[src/rtl/sram_port_arbiter.sv]
// Two-port round-robin arbiter for the shared pipelined SRAM user port.
// Port 0 is the host/USB-side logic and port 1 is the generated fabric logic.
// Read results come back to the port that issued them, in order, through a
// 1-bit tag FIFO.
module sram_port_arbiter #(
    parameter int ADDR_W    = 23,
    parameter int DATA_W    = 18,
    parameter int TAG_DEPTH = 8
) (
    input  logic                       clk,
    input  logic                       rst_n,
    input  logic [ADDR_W-1:0]          p0_a,
    input  logic                       p0_w,
    input  logic                       p0_r,
    input  logic [DATA_W-1:0]          p0_dw,
    output logic                       p0_gnt,
    output logic [DATA_W-1:0]          p0_dr,
    output logic                       p0_dr_valid,
    input  logic [ADDR_W-1:0]          p1_a,
    input  logic                       p1_w,
    input  logic                       p1_r,
    input  logic [DATA_W-1:0]          p1_dw,
    output logic                       p1_gnt,
    output logic [DATA_W-1:0]          p1_dr,
    output logic                       p1_dr_valid,
    output logic [ADDR_W-1:0]          sram_a,
    output logic                       sram_w,
    output logic                       sram_r,
    output logic [DATA_W-1:0]          sram_dw,
    input  logic [DATA_W-1:0]          sram_dr,
    input  logic                       sram_dr_valid,
    output logic [$clog2(TAG_DEPTH):0] outstanding,
    output logic                       err_orphan
);

    localparam int PTR_W = $clog2(TAG_DEPTH);
    localparam int CNT_W = PTR_W + 1;

    logic [PTR_W-1:0] wr_ptr;
    logic [PTR_W-1:0] rd_ptr;
    logic [CNT_W-1:0] count;
    logic             tag_mem [TAG_DEPTH];

    logic full, empty;
    logic p0_rd, p1_rd;
    logic p0_elig, p1_elig;
    logic gnt0, gnt1;
    logic grant_any, grant_rd;
    logic push, pop, head;
    logic last_grant;

    assign full  = (count == CNT_W'(TAG_DEPTH));
    assign empty = (count == '0);

    // A simultaneous write+read request is a write.
    assign p0_rd = p0_r & ~p0_w;
    assign p1_rd = p1_r & ~p1_w;

    // Grants are held off while reset is asserted so every output reads 0.
    assign p0_elig = rst_n & (p0_w | (p0_rd & ~full));
    assign p1_elig = rst_n & (p1_w | (p1_rd & ~full));

    // Round-robin pick: on a tie the port that did not win last time goes.
    always_comb begin
        gnt0 = 1'b0;
        gnt1 = 1'b0;
        if (p0_elig && p1_elig) begin
            if (last_grant) gnt0 = 1'b1;
            else            gnt1 = 1'b1;
        end else begin
            gnt0 = p0_elig;
            gnt1 = p1_elig;
        end
    end

    assign p0_gnt    = gnt0;
    assign p1_gnt    = gnt1;
    assign grant_any = gnt0 | gnt1;
    assign grant_rd  = (gnt0 & p0_rd) | (gnt1 & p1_rd);
    assign push      = grant_rd;
    assign pop       = sram_dr_valid & ~empty;
    assign head      = tag_mem[rd_ptr];
    assign outstanding = count;

    // Remember the most recent winner for the tie-break.
    always_ff @(posedge clk or negedge rst_n) begin
        if (!rst_n)         last_grant <= 1'b1;
        else if (grant_any) last_grant <= gnt1;
    end

    // Registered command issue; strobes pulse one cycle, address/data hold.
    always_ff @(posedge clk or negedge rst_n) begin
        if (!rst_n) begin
            sram_a  <= '0;
            sram_dw <= '0;
            sram_w  <= 1'b0;
            sram_r  <= 1'b0;
        end else begin
            sram_w <= gnt0 ? p0_w : (gnt1 & p1_w);
            sram_r <= grant_rd;
            if (grant_any) begin
                sram_a  <= gnt1 ? p1_a  : p0_a;
                sram_dw <= gnt1 ? p1_dw : p0_dw;
            end
        end
    end

    // Tag FIFO pointers and occupancy.
    always_ff @(posedge clk or negedge rst_n) begin
        if (!rst_n) begin
            wr_ptr <= '0;
            rd_ptr <= '0;
            count  <= '0;
        end else begin
            if (push) wr_ptr <= wr_ptr + PTR_W'(1);
            if (pop)  rd_ptr <= rd_ptr + PTR_W'(1);
            case ({push, pop})
                2'b10:   count <= count + CNT_W'(1);
                2'b01:   count <= count - CNT_W'(1);
                default: count <= count;
            endcase
        end
    end

    // Tag storage: records which port issued each read.
    always_ff @(posedge clk) begin
        if (push) tag_mem[wr_ptr] <= gnt1;
    end

    // Registered read return, steered by the FIFO head tag.
    always_ff @(posedge clk or negedge rst_n) begin
        if (!rst_n) begin
            p0_dr       <= '0;
            p1_dr       <= '0;
            p0_dr_valid <= 1'b0;
            p1_dr_valid <= 1'b0;
        end else begin
            p0_dr_valid <= pop & ~head;
            p1_dr_valid <= pop & head;
            if (pop && !head) p0_dr <= sram_dr;
            if (pop && head)  p1_dr <= sram_dr;
        end
    end

    // Sticky flag for read data arriving with nothing outstanding.
    always_ff @(posedge clk or negedge rst_n) begin
        if (!rst_n)                     err_orphan <= 1'b0;
        else if (sram_dr_valid && empty) err_orphan <= 1'b1;
    end

endmodule

[config.mk]
export PLATFORM = sky130hd
export DESIGN_NAME = sram_port_arbiter
export DESIGN_NICKNAME = d
export VERILOG_FILES = /design/src/rtl/sram_port_arbiter.sv
export SDC_FILE = /design/constraint.sdc
export NUM_CORES = 1
export LEC_CHECK = 0
export ABC_AREA = 1
export CAP_MARGIN = 40
export CORE_UTILIZATION = 40
export DETAILED_ROUTE_END_ITERATION = 12
export GPL_TIMING_DRIVEN = 0
export PLACE_DENSITY = 0.77
export SETUP_SLACK_MARGIN = 0.05
export SYNTH_ARGS = -nofsm -noshare
export SYNTH_HDL_FRONTEND = slang
export SYNTH_SLANG_ARGS = --single-unit
[constraint.sdc]
create_clock -name clk -period 2.2 [get_ports clk]
set_input_delay 0.44 -clock clk [delete_from_list [all_inputs] [get_ports clk]]
set_output_delay 0.44 -clock clk [all_outputs]
set_load 0.05 [all_outputs]
# Word-level counts from Yosys, hierarchy flattened
# Memories as Yosys holds them, arrays and structs flattened.
# Cells that the tools add are included.
[totals] register_bits=93 ram_bits=8 input_bits=107 output_inout_bits=88 wordCells=59 n_memories=1
[memory_table] memory="tag_mem" words=8 width=1 rd=1 rd_clocked_by_memory_dff=0 write_ports=1 line="42" source="logic tag_mem [TAG_DEPTH];"
[classes] add_sub_neg=4 n_eq_ne=3 n_mux=10 bitwise_logic=21 reduce_logical=7
[op_table] operator="$mux 23" n=1
[op_table] operator="$mux 18" n=1
[op_table] operator="$and 1x1->1" n=12
[op_table] operator="$pmux 4 s2" n=1
[op_table] operator="$mux 1" n=7
[op_table] operator="$add 3x1->3 const B" n=2
[op_table] operator="$not 1->1" n=5
[op_table] operator="$add 4x1->4 const B" n=1
[op_table] operator="$eq 4x4->1 const B" n=1
[op_table] operator="$logic_and 1x1->1" n=4
[op_table] operator="$logic_not 4->1" n=1
[op_table] operator="$or 1x1->1" n=4
[op_table] operator="$sub 4x1->4 const B" n=1
[op_table] operator="$eq 2x1->1 const B" n=1
[op_table] operator="$eq 2x2->1 const B" n=1
[op_table] operator="$reduce_bool 2->1" n=1
[op_table] operator="$logic_not 1->1" n=1

# Longest topological paths before layout
# Gate-level depths: netlist of run 1.
[depth] ltp_word=11 ltp_mapped=18 depth_no_buf=18

# Worst setup path before layout of run 1
# OpenSTA, ideal clock, no wires.
[synth_path] kind="flip-flop to flip-flop" startpoint="reg count[3], in the netlist outstanding[3]" endpoint="reg count[2], in the netlist outstanding[2]" setup_time_ns=0.119 arrival_time_ns=2.583 required_time_ns=2.081 setup_slack_ns=-0.503 path_stages_with_launch=19 path_buffers=0 path_cell_list="dfrtp_1 > inv_1 > nor2_1 > nand2_1 > nand2_1 > nand2_1 > nand2_1 > nand3_2 > nand2_2 > inv_2 > ha_1 > nand2_1 > inv_1 > nor2_1 > ha_1 > a21oi_1 > a21oi_1 > o21ai_0 > o21a_1"
[synth_via] elab_chain_len=11 elab_cells_between_ends=21
[synth_lines] item="start, declared" line="41" source="logic [CNT_W-1:0] count;"
[synth_lines] item="start signal, assigned" line="118" source="2'b10: count <= count + CNT_W'(1);"
[synth_lines] item="start signal, assigned" line="119" source="2'b01: count <= count - CNT_W'(1);"
[synth_lines] item="start signal, assigned" line="120" source="default: count <= count;"
[synth_lines] item="$eq 4x4->1 *" line="52" source="assign full = (count == CNT_W'(TAG_DEPTH));"
[synth_lines] item="$not 1->1 *" line="60, 61"
[synth_lines] item="$and 1x1->1, on equally long branches" line="60, 61"
[synth_lines] item="$or 1x1->1, on equally long branches" line="60, 61"
[synth_lines] item="$and 1x1->1, on equally long branches" line="60, 61"
[synth_lines] item="$logic_and 1x1->1" line="67" source="if (p0_elig && p1_elig) begin"
[synth_lines] item="$mux 1" line="67"
[synth_lines] item="$and 1x1->1" line="79" source="assign grant_rd = (gnt0 & p0_rd) | (gnt1 & p1_rd);"
[synth_lines] item="$or 1x1->1 *" line="79"
[synth_lines] item="via grant_rd" line="48" source="logic grant_any, grant_rd;"
[synth_lines] item="$eq 2x1->1 / $eq 2x2->1 (equally long branches)" line="117" source="case ({push, pop})"
[synth_lines] item="$pmux 4 s2 / $reduce_bool 2->1 (equally long branches)"
# Mark *: on every way through the listed nets, which the timed path passes. The rest lies on a longest branch.
# A chain may end at the register's enable or synchronous reset.

# Worst setup path after layout of run 1
[layout_path] startpoint="reg count[3], in the netlist outstanding[3]" endpoint="out p1_gnt"
[layout_via] elab_chain_len=7 elab_cells_between_ends=10
[layout_lines] item="$eq 4x4->1 *" line="52"
[layout_lines] item="$not 1->1 *" line="60, 61"
[layout_lines] item="$and 1x1->1, on equally long branches" line="60, 61"
[layout_lines] item="$or 1x1->1, on equally long branches" line="60, 61"
[layout_lines] item="$and 1x1->1, on equally long branches" line="60, 61"
[layout_lines] item="$logic_and 1x1->1" line="67"
[layout_lines] item="$mux 1 *" line="67"
[layout_lines] item="end, declared" line="23" source="output logic p1_gnt,"
# Mark *: on every way between the ends. The rest lies on a longest branch, timed or not.

==> impl_results.rst, run 1 <==
.. list-table::
   :header-rows: 1

   * - Metric
     - Value
   * - Async SR Flop Fraction
     - 92.1%
   * - Worst vdd ir
     - 0.446 mV
   * - Net Sw Frac
     - 48.2%
   * - Sequential share of the synthesized area
     - 50.6%
   * - Max-capacitance violation count
     - 0
   * - Internal power
     - 0.00532 W
   * - Pin count of the biggest net entering global routing
     - 35
   * - Nature of the critical path endpoint
     - primary output
   * - Antenna Violating Nets Remaining
     - 0
   * - Cell Count Post-Placement
     - 1,009
   * - TritonCTS clock tree
     - done
   * - Buffers on Ports
     - 194
   * - Final cycle utilization of the critical path
     - 100%
   * - Average cell area after synthesis
     - 7.85 sq um
   * - Fillers
     - 1,077
   * - Final count of hold timing violations
     - 0
   * - EDFF count, synth
     - 8
   * - Top_reg_cell synth
     - dfrtp_1
   * - Die height
     - 115 microns
   * - Number of buffers created by CTS
     - 9
   * - Root buf cell
     - clkbuf_16
   * - Die X
     - 115 microns
   * - Most frequent standard cell in the layout excluding fill and tap cells
     - clkdlybuf4s50_1
   * - Kind of start point of the critical path
     - register
   * - Initial standard-cell utilization of the core
     - 41.5%
   * - Net count after synthesis
     - 758
   * - First-pass GRT wire length
     - 23,100 microns
   * - Critical Setup Path Class
     - register to primary output
   * - Fraction of final layout cells with drive strength greater than 1
     - 12.4%
   * - Area grow syn2layout
     - 57.0%
   * - Cell variety after synth
     - 29
   * - Final global-route overflow total
     - 0
   * - Commonest cells after routing, fill and taps aside
     - clkdlybuf4s50_1 (187), nand2_1 (169), nand3_1 (154)
   * - Clock sink count
     - 101
   * - Violations in the final reports
     - negative setup slack
   * - Clock-pin slew reported for the worst setup and hold paths after clock tree synthesis
     - 0.07 ns
   * - Vias in the first global route
     - 4,775
   * - Number of instances in the synthesized netlist
     - 646
   * - Arrival time of the worst setup path
     - 1.77 ns
   * - Total number of nets in the final design
     - 985
   * - Maximum level of the CTS H-tree
     - 3
   * - Share of Yosys cell area claimed by the top area cell type
     - 45.4%
   * - Slew at the pin closest to its max-slew limit
     - 0.551 ns
   * - DPL Wire Length
     - 10,500 microns
   * - Most area-consuming cells after synthesis
     - dfrtp_1 (45%), nand3_1 (15%), nand2_1 (13%)
   * - Type of the tightest min-delay check
     - primary input to asynchronous set/reset pin
   * - DR vias
     - 5,000
   * - Data required, critical path
     - 1.76 ns
   * - Cell area after synthesis
     - 0.00507 sq mm
   * - Number of core rows
     - 40
   * - Number of antenna violations at the first check in global routing
     - 0
   * - Result of the run
     - complete, but fails checks
   * - Slack of the critical path
     - -0.00532 ns
   * - Non-filler instance count after layout
     - 1,046
   * - Static power due to leakage
     - 3.99 nW
   * - Time the final worst path needs with I/O delays and setup
     - 2.21 ns
   * - Worst-case headroom to the max-slew limit
     - 63.2%
   * - Worst setup path startpoint
     - outstanding[3]$_DFFE_PN0P_
   * - Average via count per standard cell
     - 4.78
   * - GR Util All Layers
     - 22.9%
   * - Clock network fraction of total power
     - 14.3%
   * - Highest attainable clock frequency
     - 453 MHz
   * - Part of the power in combinational logic
     - 57.0%
   * - Count of inserted antenna diode cells
     - 0
   * - RSZ-0062 raised after global routing
     - yes
   * - Core Region
     - 0.0122 sq mm
   * - Clock Latency Late Sink
     - 0.34 ns
   * - Power per cell area
     - 1290 mW/mm^2
   * - Portion of total power attributed to sequential cells
     - 28.8%
   * - IO Count
     - 195
   * - Average wire per standard cell
     - 13.7 microns
   * - Worst slack at placement
     - -1.40 ns
   * - Startpoint of the lowest-slack register-to-register path
     - outstanding[3]$_DFFE_PN0P_
   * - Clock Path Buffers
     - 2
   * - Initial drt markers
     - 344
   * - P_sw
     - 0.00495 W
   * - Yosys reg bits
     - 101
   * - Clock skew after layout
     - 0.00435 ns
   * - Total Die Area
     - 0.0131 sq mm
   * - Weighted congestion reported at the end of routability-driven placement
     - 0.827
   * - Max FO, Critical Path
     - 8
   * - First-pass detailed-route iteration total
     - 5
   * - Final count of pins violating max slew
     - 0
   * - Synthesis warning total
     - 0
   * - Library cell occupying the most area in the post-synthesis netlist
     - dfrtp_1
   * - Final wirelength
     - 14,300 microns
   * - Setup violators final
     - 1
   * - Final routed DRC violation total
     - 0
## final timing paths
path,end,slack (ns),cells after the start
hold / removal,outstanding[2]$_DFFE_PN0P_,0.02,2
setup reg to reg,outstanding[2]$_DFFE_PN0P_,0.02,18
hold reg to reg,p1_dr[10]$_DFFE_PN0P_,0.47,2
min in group clk,p1_dr[10]$_DFFE_PN0P_,0.47,2
setup / recovery,p1_gnt,-0.005,10
max in group asynchronous,p1_dr[11]$_DFFE_PN0P_,1.86,2
## Yosys cell counts (all sizes together) (5+ instances only)
| cell | n |
|---|---|
| a21oi | 5 |
| buf | 27 |
| clkbuf | 9 |
| dfrtp | 92 |
| edfxtp | 8 |
| ha | 5 |
| inv | 102 |
| nand2 | 182 |
| nand3 | 157 |
| nand4 | 19 |
| nor2 | 20 |
| o21ai | 7 |
| xor2 | 5 |
## worst max-delay path: stages (launching register included)
cell	delay [ns]
dfrtp_2	0.43
inv_4	0.07
nor2_4	0.04
nand2_4	0.09
nand2_4	0.06
a21oi_4	0.16
buf_4	0.14
nand2_4	0.08
buf_8	0.13
clkinvlp_4	0.09
buf_8	0.15
## kinds of logic (layout without fill, tap and decap cells)
group	Yosys count	in the layout	share of synthesized area, %
buf+inv	138	370	11.2
flops	101	101	50.6
xor+xnor	6	6	1.04
simple gates	378	378	33.4
compound gates	17	17	2.24
fa+ha+maj	5	5	1.23
mux	1	1	0.222
## state kept, by name (all words and copies together) (netlist names)
register,count
err_orphan,1
last_grant,1
p1_dr,18
p0_dr,18
sram_dw,18
rd_ptr,3
sram_a,23
wr_ptr,3
outstanding,4
sram_r,1
p0_dr_valid,1
tag_mem,8
sram_w,1
p1_dr_valid,1
## layout make-up
class,instances,area (sq um),area share [%]
Inverter,102,397,4.98
Tap cell,168,210,2.64
Clock buffer,10,229,2.87
Multi-Input combinational cell,407,2100,26.3
Timing Repair Buffer,216,2210,27.8
Sequential cell,101,2570,32.3
Buffer,36,206,2.59
Clock inverter,6,40.0,0.503
## routing by layer
| metal | up-vias | share of wire [%] | global-route usage [%] |
|---|---|---|---|
| met5 | - | 0 | 0 |
| met4 | 0 | 1.3 | 6.93 |
| met3 | 15 | 8.4 | 6.25 |
| met2 | 186 | 49 | 40.2 |
| met1 | 2297 | 42 | 27.2 |
| li1 | 2502 | - | - |
## stage by stage
step | setup TNS (ns) | area, sq um | hold WS, ns | util [%] | total power (W)
2_1_floorplan | -0.202 | 5140 | 0.144 | - | 0.00663
3_3_place_gp | -524.52 | 7300 | 0.455 | 59.8 | 0.00843
5_1_grt | -0.216 | 7970 | 0.0122 | 65.2 | 0.0109
3_5_place_dp | -20.70 | 7320 | 0.429 | 60.0 | 0.00854
4_1_cts | 0 | 7910 | 0.0176 | 64.8 | 0.0102
6_report | -0.00532 | 7970 | 0.0219 | 65.2 | 0.0103
## power by group through the flow
stage | registers, W | clock network, W | logic [W]
4_1_cts | 0.00294 | 0.00148 | 0.00581
2_1_floorplan | 0.00491 | 0 | 0.00171
3_3_place_gp | 0.00299 | 0 | 0.00545
3_5_place_dp | 0.00300 | 0 | 0.00554
5_1_grt | 0.00304 | 0.00157 | 0.00628
6_report | 0.00295 | 0.00146 | 0.00585
## what timing repair did
item,CTS,global route
endpoints found under the hold margin,34,0
cloned,2,0
hold buffers,1,0
buffers inserted,18,0
pin swaps,10,9
endpoints found under the setup margin,14,5
resized for setup,42,15
(Power assumes the default switching activity.)
==> run 2, diff against run 1 <==
Settings changed: REMOVE_ABC_BUFFERS set to 1.
==> run 2 against run 1 <==
  * The flow now finishes without violations
  * Register-to-register slack improved by 0.04 ns
  * Design area increased by 2.3%
  * Final cell count decreased by 0.76%
  * Global-route usage increased by 1.7 points
  * Combinational power increased by 3.8%
  * Hold slack improved by 0.075 ns
  * Critical path type is now primary input to register
  * Critical endpoint is now outstanding[2]$_DFFE_PN0P_
  * Largest power group unchanged
==> impl_results.rst, run 2 (synthesis gave the netlist of run 1 again) <==
.. list-table::
   :header-rows: 1

   * - Metric
     - Value
   * - Static power due to leakage
     - 4.10 nW (+2.8%)
   * - Final count of hold timing violations
     - 0 (unchanged)
   * - Clock-pin slew reported for the worst setup and hold paths after clock tree synthesis
     - 0.07 ns (about the same)
   * - Final routed DRC violation total
     - 0 (unchanged)
   * - RSZ-0062 raised after global routing
     - yes
   * - Area grow syn2layout
     - 60.6%
   * - Core Region
     - 0.0122 sq mm (unchanged)
   * - Net Sw Frac
     - 48.1% (-0.078 points)
   * - Setup violators final
     - 0 (-1)
   * - Final global-route overflow total
     - 0 (unchanged)
   * - Portion of total power attributed to sequential cells
     - 27.9% (-0.9 points)
   * - Fraction of final layout cells with drive strength greater than 1
     - 12.3% (-0.12 points)
   * - Capture point of the worst reg-to-reg path
     - outstanding[2]$_DFFE_PN0P_
   * - Clock Latency Late Sink
     - 0.35 ns (about the same)
   * - Total power
     - 0.0106 W (+2.8%)
   * - Antenna Violating Nets Remaining
     - 0 (unchanged)
   * - Number of buffers created by CTS
     - 9 (unchanged)
   * - Worst R2R Setup Slack
     - 0.06 ns (+0.04 ns)
   * - Number of core rows
     - 40 (unchanged)
   * - Worst-case headroom to the max-slew limit
     - 61.9% (-1.2 points)
   * - Average via count per standard cell
     - 4.87 (+1.8%)
   * - Slew at the pin closest to its max-slew limit
     - 0.569 ns (+0.0181 ns)
   * - Pin count of the biggest net entering global routing
     - 52 (+49%)
   * - Vias in the first global route
     - 4,874 (+2.1%)
   * - Count of inserted antenna diode cells
     - 0 (unchanged)
   * - Initial drt markers
     - 321 (-6.7%)
   * - Final design instance area without fill
     - 0.00815 sq mm (+2.3%)
   * - Result of the run
     - finished clean
   * - Register name with the most flops
     - sram_a
   * - Final Hold Slack
     - 0.0971 ns (+0.0753 ns)
   * - Weighted congestion reported at the end of routability-driven placement
     - 0.765 (-7.5%)
   * - DPL Wire Length
     - 9530 microns (-8.9%)
   * - Power per cell area
     - 1300 mW/mm^2 (+0.54%)
   * - Arrival time of the worst setup path
     - 2.40 ns (+0.63 ns)
   * - Buffers on Ports
     - 194 (unchanged)
   * - Most frequent standard cell in the layout excluding fill and tap cells
     - clkdlybuf4s50_1
   * - Commonest cells after routing, fill and taps aside
     - clkdlybuf4s50_1 (187), nand2_1 (169), nand3_1 (154)
   * - Part of the power in combinational logic
     - 57.5% (+0.5 points)
   * - Number of flip-flops under the largest register name
     - 23 (unchanged)
   * - IO Count
     - 195 (unchanged)
   * - Data required, critical path
     - 2.44 ns (+0.68 ns)
   * - Average wire per standard cell
     - 14.9 microns (+8.7%)
   * - Clock sink count
     - 101 (unchanged)
   * - Type of the tightest min-delay check
     - primary input to asynchronous set/reset pin
   * - Total Die Area
     - 0.0131 sq mm (unchanged)
   * - Final count of pins violating max slew
     - 0 (unchanged)
   * - Clock network fraction of total power
     - 14.6% (+0.3 points)
   * - P_sw
     - 0.00508 W (+2.7%)
   * - Initial standard-cell utilization of the core
     - 41.5% (unchanged)
   * - Number of antenna violations at the first check in global routing
     - 0 (unchanged)
   * - Clock Path Buffers
     - 2 (unchanged)
   * - DR vias
     - 5,052 (+1.0%)
   * - Final cycle utilization of the critical path
     - 98.1% (-2.1 points)
   * - Worst vdd ir
     - 0.789 mV (+77%)
   * - First-pass GRT wire length
     - 24,700 microns (+7.0%)
   * - Highest attainable clock frequency
     - 463 MHz (+2.1%)
   * - Post-route core utilization
     - 66.7% (+1.5 points)
   * - Die X
     - 115 microns (unchanged)
   * - Dpl cell area
     - 0.00724 sq mm (-1.2%)
   * - Root buf cell
     - clkbuf_16
   * - First-pass detailed-route iteration total
     - 4 (-1)
   * - Number of cells on the worst reg-to-reg path
     - 17 (-1)
   * - Startpoint of the lowest-slack register-to-register path
     - outstanding[1]$_DFFE_PN0P_
   * - Die height
     - 115 microns (unchanged)
   * - Final wirelength
     - 15,500 microns (+7.9%)
   * - Nature of the critical path endpoint
     - register
   * - Internal power
     - 0.00548 W (+3.0%)
   * - Total number of nets in the final design
     - 977 (-0.81%)
   * - Critical Setup Path Class
     - primary input to register
   * - Time the final worst path needs with I/O delays and setup
     - 2.16 ns (-0.0463 ns)
   * - Max FO, Critical Path
     - 3 (-5)
   * - GR Util All Layers
     - 24.6% (+1.7 points)
   * - Kind of start point of the critical path
     - primary input
   * - Maximum level of the CTS H-tree
     - 3 (unchanged)
   * - Max-capacitance violation count
     - 0 (unchanged)
   * - Clock skew after layout
     - 0.0111 ns (+0.00671 ns)
   * - TritonCTS clock tree
     - done
[run 2: cell types whose count changed in the layout (fill, tap and decap cells not counted), moves of 2 or more]
| cell | before | now |
|---|---|---|
| dlymetal6s2s_1 | 1 | 3 |
| buf_4 | 25 | 36 |
| dfrtp_2 | 4 | 2 |
| buf_1 | 2 | 0 |
| clkbuf_1 | 9 | 0 |
| buf_2 | 16 | 0 |
| dfrtp_1 | 88 | 90 |
| bufbuf_16 | 2 | 5 |
| nand2_8 | 0 | 2 |
| buf_12 | 2 | 4 |
| dlygate4sd2_1 | 3 | 1 |
| inv_6 | 0 | 4 |
[run 2: worst max-delay path by stage]
stage,cells after the start,end,startpoint,slack (ns)
after global placement,4,p0_gnt,rst_n,-6.25
after global routing,17,outstanding[2]$_DFFE_PN0P_,outstanding[1]$_DFFE_PN0P_,-0.10
after floorplan,18,outstanding[2]$_DFFE_PN0P_,outstanding[3]$_DFFE_PN0P_,-1.19
final,16,outstanding[2]$_DFFE_PN0P_,p1_w,0.04
after CTS,10,p1_gnt,outstanding[0]$_DFFE_PN0P_,-0.04
after detailed placement,8,p1_gnt,rst_n,-1.47
[run 2: power groups by stage]
stage	sequential (W)	combinational, W	clock, W
after floorplan	0.00490	0.00150	0
after global placement	0.00296	0.00530	0
after detailed placement	0.00298	0.00552	0
after CTS	0.00294	0.00600	0.00158
after global routing	0.00302	0.00648	0.00165
final	0.00294	0.00607	0.00154
[run 2: cell type report]
class                           instances  area (sq um)
Fill cell                            1077          4060
Multi-Input combinational cell        407          2120
Clock buffer                            9           225
Tap cell                              168           210
Inverter                              102           399
Clock inverter                          7          56.3
Sequential cell                       101          2570
Timing Repair Buffer                  244          2560
[run 2: metrics by stage]
step	setup TNS (ns)	std cells	setup slack (ns)
2_1_floorplan	-62.11	610	-1.19
6_report	0	1038	0.0410
4_1_cts	-0.0377	1032	-0.0377
3_3_place_gp	-695.69	972	-6.25
3_5_place_dp	-45.44	983	-1.47
5_1_grt	-0.218	1038	-0.103
[run 2: layer usage]
metal / global-route usage [%] / vias to the layer above / routed length (microns)
met5: 0 / - / 0
met4: 7.53 / 0 / 233
met3: 4.98 / 17 / 982
met2: 41.3 / 160 / 7380
met1: 32.0 / 2388 / 6880
li1: - / 2487 / -
[run 2: critical path, stage by stage]
cell	delay, ns
clkdlybuf4s50_1	0.50
inv_2	0.08
a21oi_4	0.19
buf_8	0.12
nand3_4	0.07
nand2_4	0.10
inv_6	0.04
ha_4	0.18
nand2_4	0.06
inv_2	0.04
nor2_4	0.12
ha_4	0.14
a21oi_2	0.03
a21oi_1	0.11
o21ai_1	0.07
o21a_1	0.10
[run 2: timing repair]
item	CTS	global route
gates cloned	5	0
pin swaps	12	14
hold buffers	2	0
resized for setup	58	13
endpoints found under the setup margin	58	41
hold endpoints to repair	7	0
setup buffers	26	8
==> run 3, diff against run 2 <==
--- a/config.mk
+++ b/config.mk
@@ -7,3 +7,2 @@
 export LEC_CHECK = 0
-export ABC_AREA = 1
 export CAP_MARGIN = 40
--- a/constraint.sdc
+++ b/constraint.sdc
@@ -3,2 +3,2 @@
 set_output_delay 0.44 -clock clk [all_outputs]
-set_load 0.05 [all_outputs]
+set_load 0.005 [all_outputs]
==> run 3 against run 2 <==
  * The run now ends with negative setup slack left
  * Largest cell class is now multi-input combinational cells
  * Non-clock buffer count down 7
  * Final cell count down 18%
  * Global-route usage down 1.9 points
  * Sequential cell count unchanged
  * Clock power up 5%
  * First-iteration DRC count down 38%
  * Via count down 10%
  * Critical path depth down 10
  * Die area down 0.61%
  * Hold slack worse by 0.035 ns
  * Synthesized cell count down 29%
  * Power down 15%
==> impl_results.rst, run 3 <==
.. list-table::
   :header-rows: 1

   * - Metric
     - Value
   * - Dominant cell type by count on the critical path
     - buf_6
   * - Parity-gate share of the synthesized area counting xor and xnor cells
     - 1.56% (+0.53 points)
   * - WP buf/inv
     - 3 (-2)
   * - Number of instances in the synthesized netlist
     - 458 (-29%)
   * - Root buf cell
     - clkbuf_16
   * - Kind of start point of the critical path
     - register
   * - Clock Path Buffers
     - 2 (unchanged)
   * - P_sw
     - 0.00293 W (-42%)
   * - Setup violators final
     - 46 (+46)
   * - Max-capacitance violation count
     - 0 (unchanged)
   * - First-pass GRT wire length
     - 23,200 microns (-6.3%)
   * - Time the final worst path needs with I/O delays and setup
     - 2.51 ns (+0.348 ns)
   * - Total power
     - 0.00896 W (-15%)
   * - Top_reg_cell synth
     - dfrtp_1
   * - Result of the run
     - complete, but fails checks
   * - Final routed DRC violation total
     - 0 (unchanged)
   * - Cell chain of the critical path
     - or4b_4 > buf_6 > nand3_4 > buf_12 > and4_4 > buf_6
   * - Highest-delay cell along the critical path
     - or4b_4
   * - Most frequent standard cell in the layout excluding fill and tap cells
     - clkdlybuf4s50_1
   * - Pin count of the biggest net entering global routing
     - 74 (+42%)
   * - IO Count
     - 195 (unchanged)
   * - Cell family with most CP delay
     - simple AND/OR/NAND/NOR gates
   * - CTS Hold Buffers Added
     - 0 (-2)
   * - DPL Wire Length
     - 9030 microns (-5.2%)
   * - Die X
     - 114 microns (-0.31%)
   * - Register name with the most flops
     - sram_a
   * - Weighted congestion reported at the end of routability-driven placement
     - 0.750 (-2.0%)
   * - Yosys reg bits
     - 101 (unchanged)
   * - Data required, critical path
     - 1.76 ns (-0.68 ns)
   * - Number of antenna violations at the first check in global routing
     - 0 (unchanged)
   * - Cell variety after synth
     - 43 (+48%)
   * - Final cycle utilization of the critical path
     - 114% (+16 points)
   * - Slew at the pin closest to its max-slew limit
     - 0.914 ns (+0.345 ns)
   * - Synthesis warning total
     - 0 (unchanged)
   * - Number of core rows
     - 40 (unchanged)
   * - Global-route track usage on met1
     - 25.9% (-6.1 points)
   * - Total Die Area
     - 0.0131 sq mm (-0.61%)
   * - Number of buffers created by CTS
     - 9 (unchanged)
   * - Grt met3 use
     - 7.57% (+2.6 points)
   * - Async SR Flop Fraction
     - 92.1% (unchanged)
   * - Average wire per standard cell
     - 18.1 microns (+21%)
   * - Arrival time of the worst setup path
     - 2.07 ns (-0.33 ns)
   * - Vias in the first global route
     - 4,598 (-5.7%)
   * - Average cell area after synthesis
     - 11.0 sq um (+40%)
   * - Commonest cells after routing, fill and taps aside
     - clkdlybuf4s50_1 (187), nand2_1 (89), dfrtp_1 (88)
   * - First-pass detailed-route iteration total
     - 4 (unchanged)
   * - Count of inserted antenna diode cells
     - 0 (unchanged)
   * - GR Util All Layers
     - 22.7% (-1.9 points)
   * - Cell area after synthesis
     - 0.00504 sq mm (-0.62%)
   * - Initial standard-cell utilization of the core
     - 41.5% (-0.086 points)
   * - Clock Latency Late Sink
     - 0.34 ns (about the same)
   * - Core Region
     - 0.0122 sq mm (-0.41%)
   * - Dominant combinational cell family by area after synthesis
     - simple AND/OR/NAND/NOR gates
   * - Most heavily used metal layer in global routing
     - met2
   * - Number of flip-flops under the largest register name
     - 23 (unchanged)
   * - Library cell occupying the most area in the post-synthesis netlist
     - dfrtp_1
   * - Net Sw Frac
     - 32.6% (-15 points)
   * - Final count of hold timing violations
     - 0 (unchanged)
   * - Critical Setup Path Class
     - register to primary output
   * - Multiplexer share of the synthesized area
     - 9.28% (+9.1 points)
   * - Sequential share of the synthesized area
     - 50.9% (+0.31 points)
   * - Initial drt markers
     - 200 (-38%)
   * - Fraction of final layout cells with drive strength greater than 1
     - 26.7% (+14 points)
   * - Most area-consuming cells after synthesis
     - dfrtp_1 (46%), o211ai_2 (9.4%), mux2_2 (8.5%)
   * - RSZ-0062 raised after global routing
     - yes
   * - Type of the tightest min-delay check
     - primary input to asynchronous set/reset pin
   * - Final global-route overflow total
     - 0 (unchanged)
   * - Commonest cells in the netlist
     - dfrtp_1 (92), nand2_1 (90), nand3_1 (43)
   * - Static power due to leakage
     - 3.53 nW (-14%)
   * - Simple-gate area share of the yosys netlist
     - 19.8% (-14 points)
   * - Crit-path max cell delay
     - 0.58 ns (+0.08 ns)
   * - DR vias
     - 4,531 (-10%)
   * - Total number of nets in the final design
     - 785 (-20%)
   * - Most frequently used cell type in the post-synthesis netlist
     - dfrtp_1
   * - Maximum level of the CTS H-tree
     - 3 (unchanged)
   * - Clock skew after layout
     - 0.00645 ns (-0.00461 ns)
   * - Clock-pin slew reported for the worst setup and hold paths after clock tree synthesis
     - 0.07 ns (about the same)
   * - Share of Yosys cell area claimed by the top area cell type
     - 45.7% (+0.28 points)
   * - Max FO, Critical Path
     - 4 (+1)
   * - Grt met2 use
     - 39.8% (-1.4 points)
   * - Average via count per standard cell
     - 5.36 (+10%)
   * - Nature of the critical path endpoint
     - primary output
   * - Portion of total power attributed to sequential cells
     - 34.2% (+6.3 points)
   * - TritonCTS clock tree
     - done
   * - Worst-case headroom to the max-slew limit
     - 39.1% (-23 points)
   * - Final wirelength
     - 15,300 microns (-1.3%)
   * - Highest attainable clock frequency
     - 399 MHz (-14%)
   * - Violations in the final reports
     - negative setup slack
   * - Power per cell area
     - 1100 mW/mm^2 (-15%)
   * - Area fraction in compound gates after synthesis
     - 12.6% (+10 points)
   * - Final Hold Slack
     - 0.0618 ns (-0.0353 ns)
   * - Clock network fraction of total power
     - 18.0% (+3.4 points)
   * - Buffers on Ports
     - 194 (unchanged)
   * - EDFF count, synth
     - 8 (unchanged)
   * - Part of the power in combinational logic
     - 47.8% (-9.7 points)
   * - Slack of the critical path
     - -0.307 ns (-0.348 ns)
   * - Final count of pins violating max slew
     - 0 (unchanged)
   * - Worst vdd ir
     - 0.394 mV (-50%)
   * - Area grow syn2layout
     - 62.1%
   * - Internal power
     - 0.00604 W (+10%)
   * - Die height
     - 114 microns (-0.31%)
   * - Synthesized-area fraction occupied by adder cells
     - 1.24% (+0.0076 points)
   * - Antenna Violating Nets Remaining
     - 0 (unchanged)
   * - Clock sink count
     - 101 (unchanged)
   * - Post-route core utilization
     - 67.2% (+0.48 points)
run 3: cell types whose count changed after synthesis, moves of 19 or more:
cell,before,now
nand4_1,19,0
nand3_1,155,43
mux2_2,1,38
nand2_1,177,90
o211ai_2,0,38
and3_1,0,40
inv_1,100,5
run 3: worst register-to-register path: cells and delay by family, from the launching register on:
kind,cells,cell delay (ns)
simple gates,3,1.02
flops,1,0.45
buf+inv,2,0.28
compound gates,1,0.23
fa+ha+maj,1,0.20
xor+xnor,1,0.17
run 3: power by group through the flow:
stage,clock network [W],logic [W],registers (W)
floorplan,0,0.00145,0.00306
finish,0.00161,0.00429,0.00306
global route,0.00172,0.00460,0.00314
detailed placement,0,0.00338,0.00307
global placement,0,0.00321,0.00303
CTS,0.00164,0.00384,0.00301
run 3: kinds of logic after synthesis:
family | count (synthesis)
xor gates and xnor gates | 9
and+or+nand+nor | 199
buffers and inverters | 44
AOI/OAI and AO/OA | 58
adders and majority gates | 5
DFF | 101
muxes | 42
run 3: final cells by class:
cell class / count / area, sq um
clock buffers: 10 / 250
flip-flops and latches: 101 / 2570
fillers: 946 / 3990
inverters: 5 / 22.5
multi-input cells: 319 / 2620
well taps: 168 / 210
clock inverters: 6 / 52.6
repair buffers: 237 / 2440
run 3: per-layer routing:
metal,routed length (microns),vias to the layer above
met5,0,-
met4,334,0
met3,1310,22
met2,7370,185
met1,6260,2235
li1,-,2089
run 3: path summary, 6_finish.rpt:
path,to,cells after the start,slack [ns],startpoint
setup / recovery,p1_gnt,6,-0.31,outstanding[2]$_DFFE_PN0P_
setup reg to reg,outstanding[3]$_DFFE_PN0P_,8,-0.23,outstanding[0]$_DFFE_PN0P_
max in group asynchronous,sram_dw[0]$_DFFE_PN0P_,2,1.41,rst_n
hold reg to reg,err_orphan$_DFFE_PN0P_,1,0.47,err_orphan$_DFFE_PN0P_
min in group clk,err_orphan$_DFFE_PN0P_,1,0.47,err_orphan$_DFFE_PN0P_
hold / removal,outstanding[2]$_DFFE_PN0P_,1,0.06,rst_n
run 3: repair_timing:
action | CTS | global route
setup endpoints to repair | 94 | 84
setup buffers | 21 | 13
cloned | 4 | 4
endpoints found under the hold margin | 0 | 0
pin swaps | 15 | 11
resized for setup | 46 | 35
run 3: stage by stage:
| step | setup TNS (ns) | setup WS [ns] | cell area, sq um | std cells |
|---|---|---|---|---|
| 2_1_floorplan | -36.67 | -0.814 | 4830 | 419 |
| 3_3_place_gp | -798.42 | -6.99 | 6980 | 781 |
| 3_5_place_dp | -61.84 | -1.64 | 7180 | 789 |
| 4_1_cts | -6.42 | -0.272 | 7880 | 830 |
| 5_1_grt | -6.18 | -0.372 | 8170 | 846 |
| 6_report | -3.41 | -0.307 | 8170 | 846 |
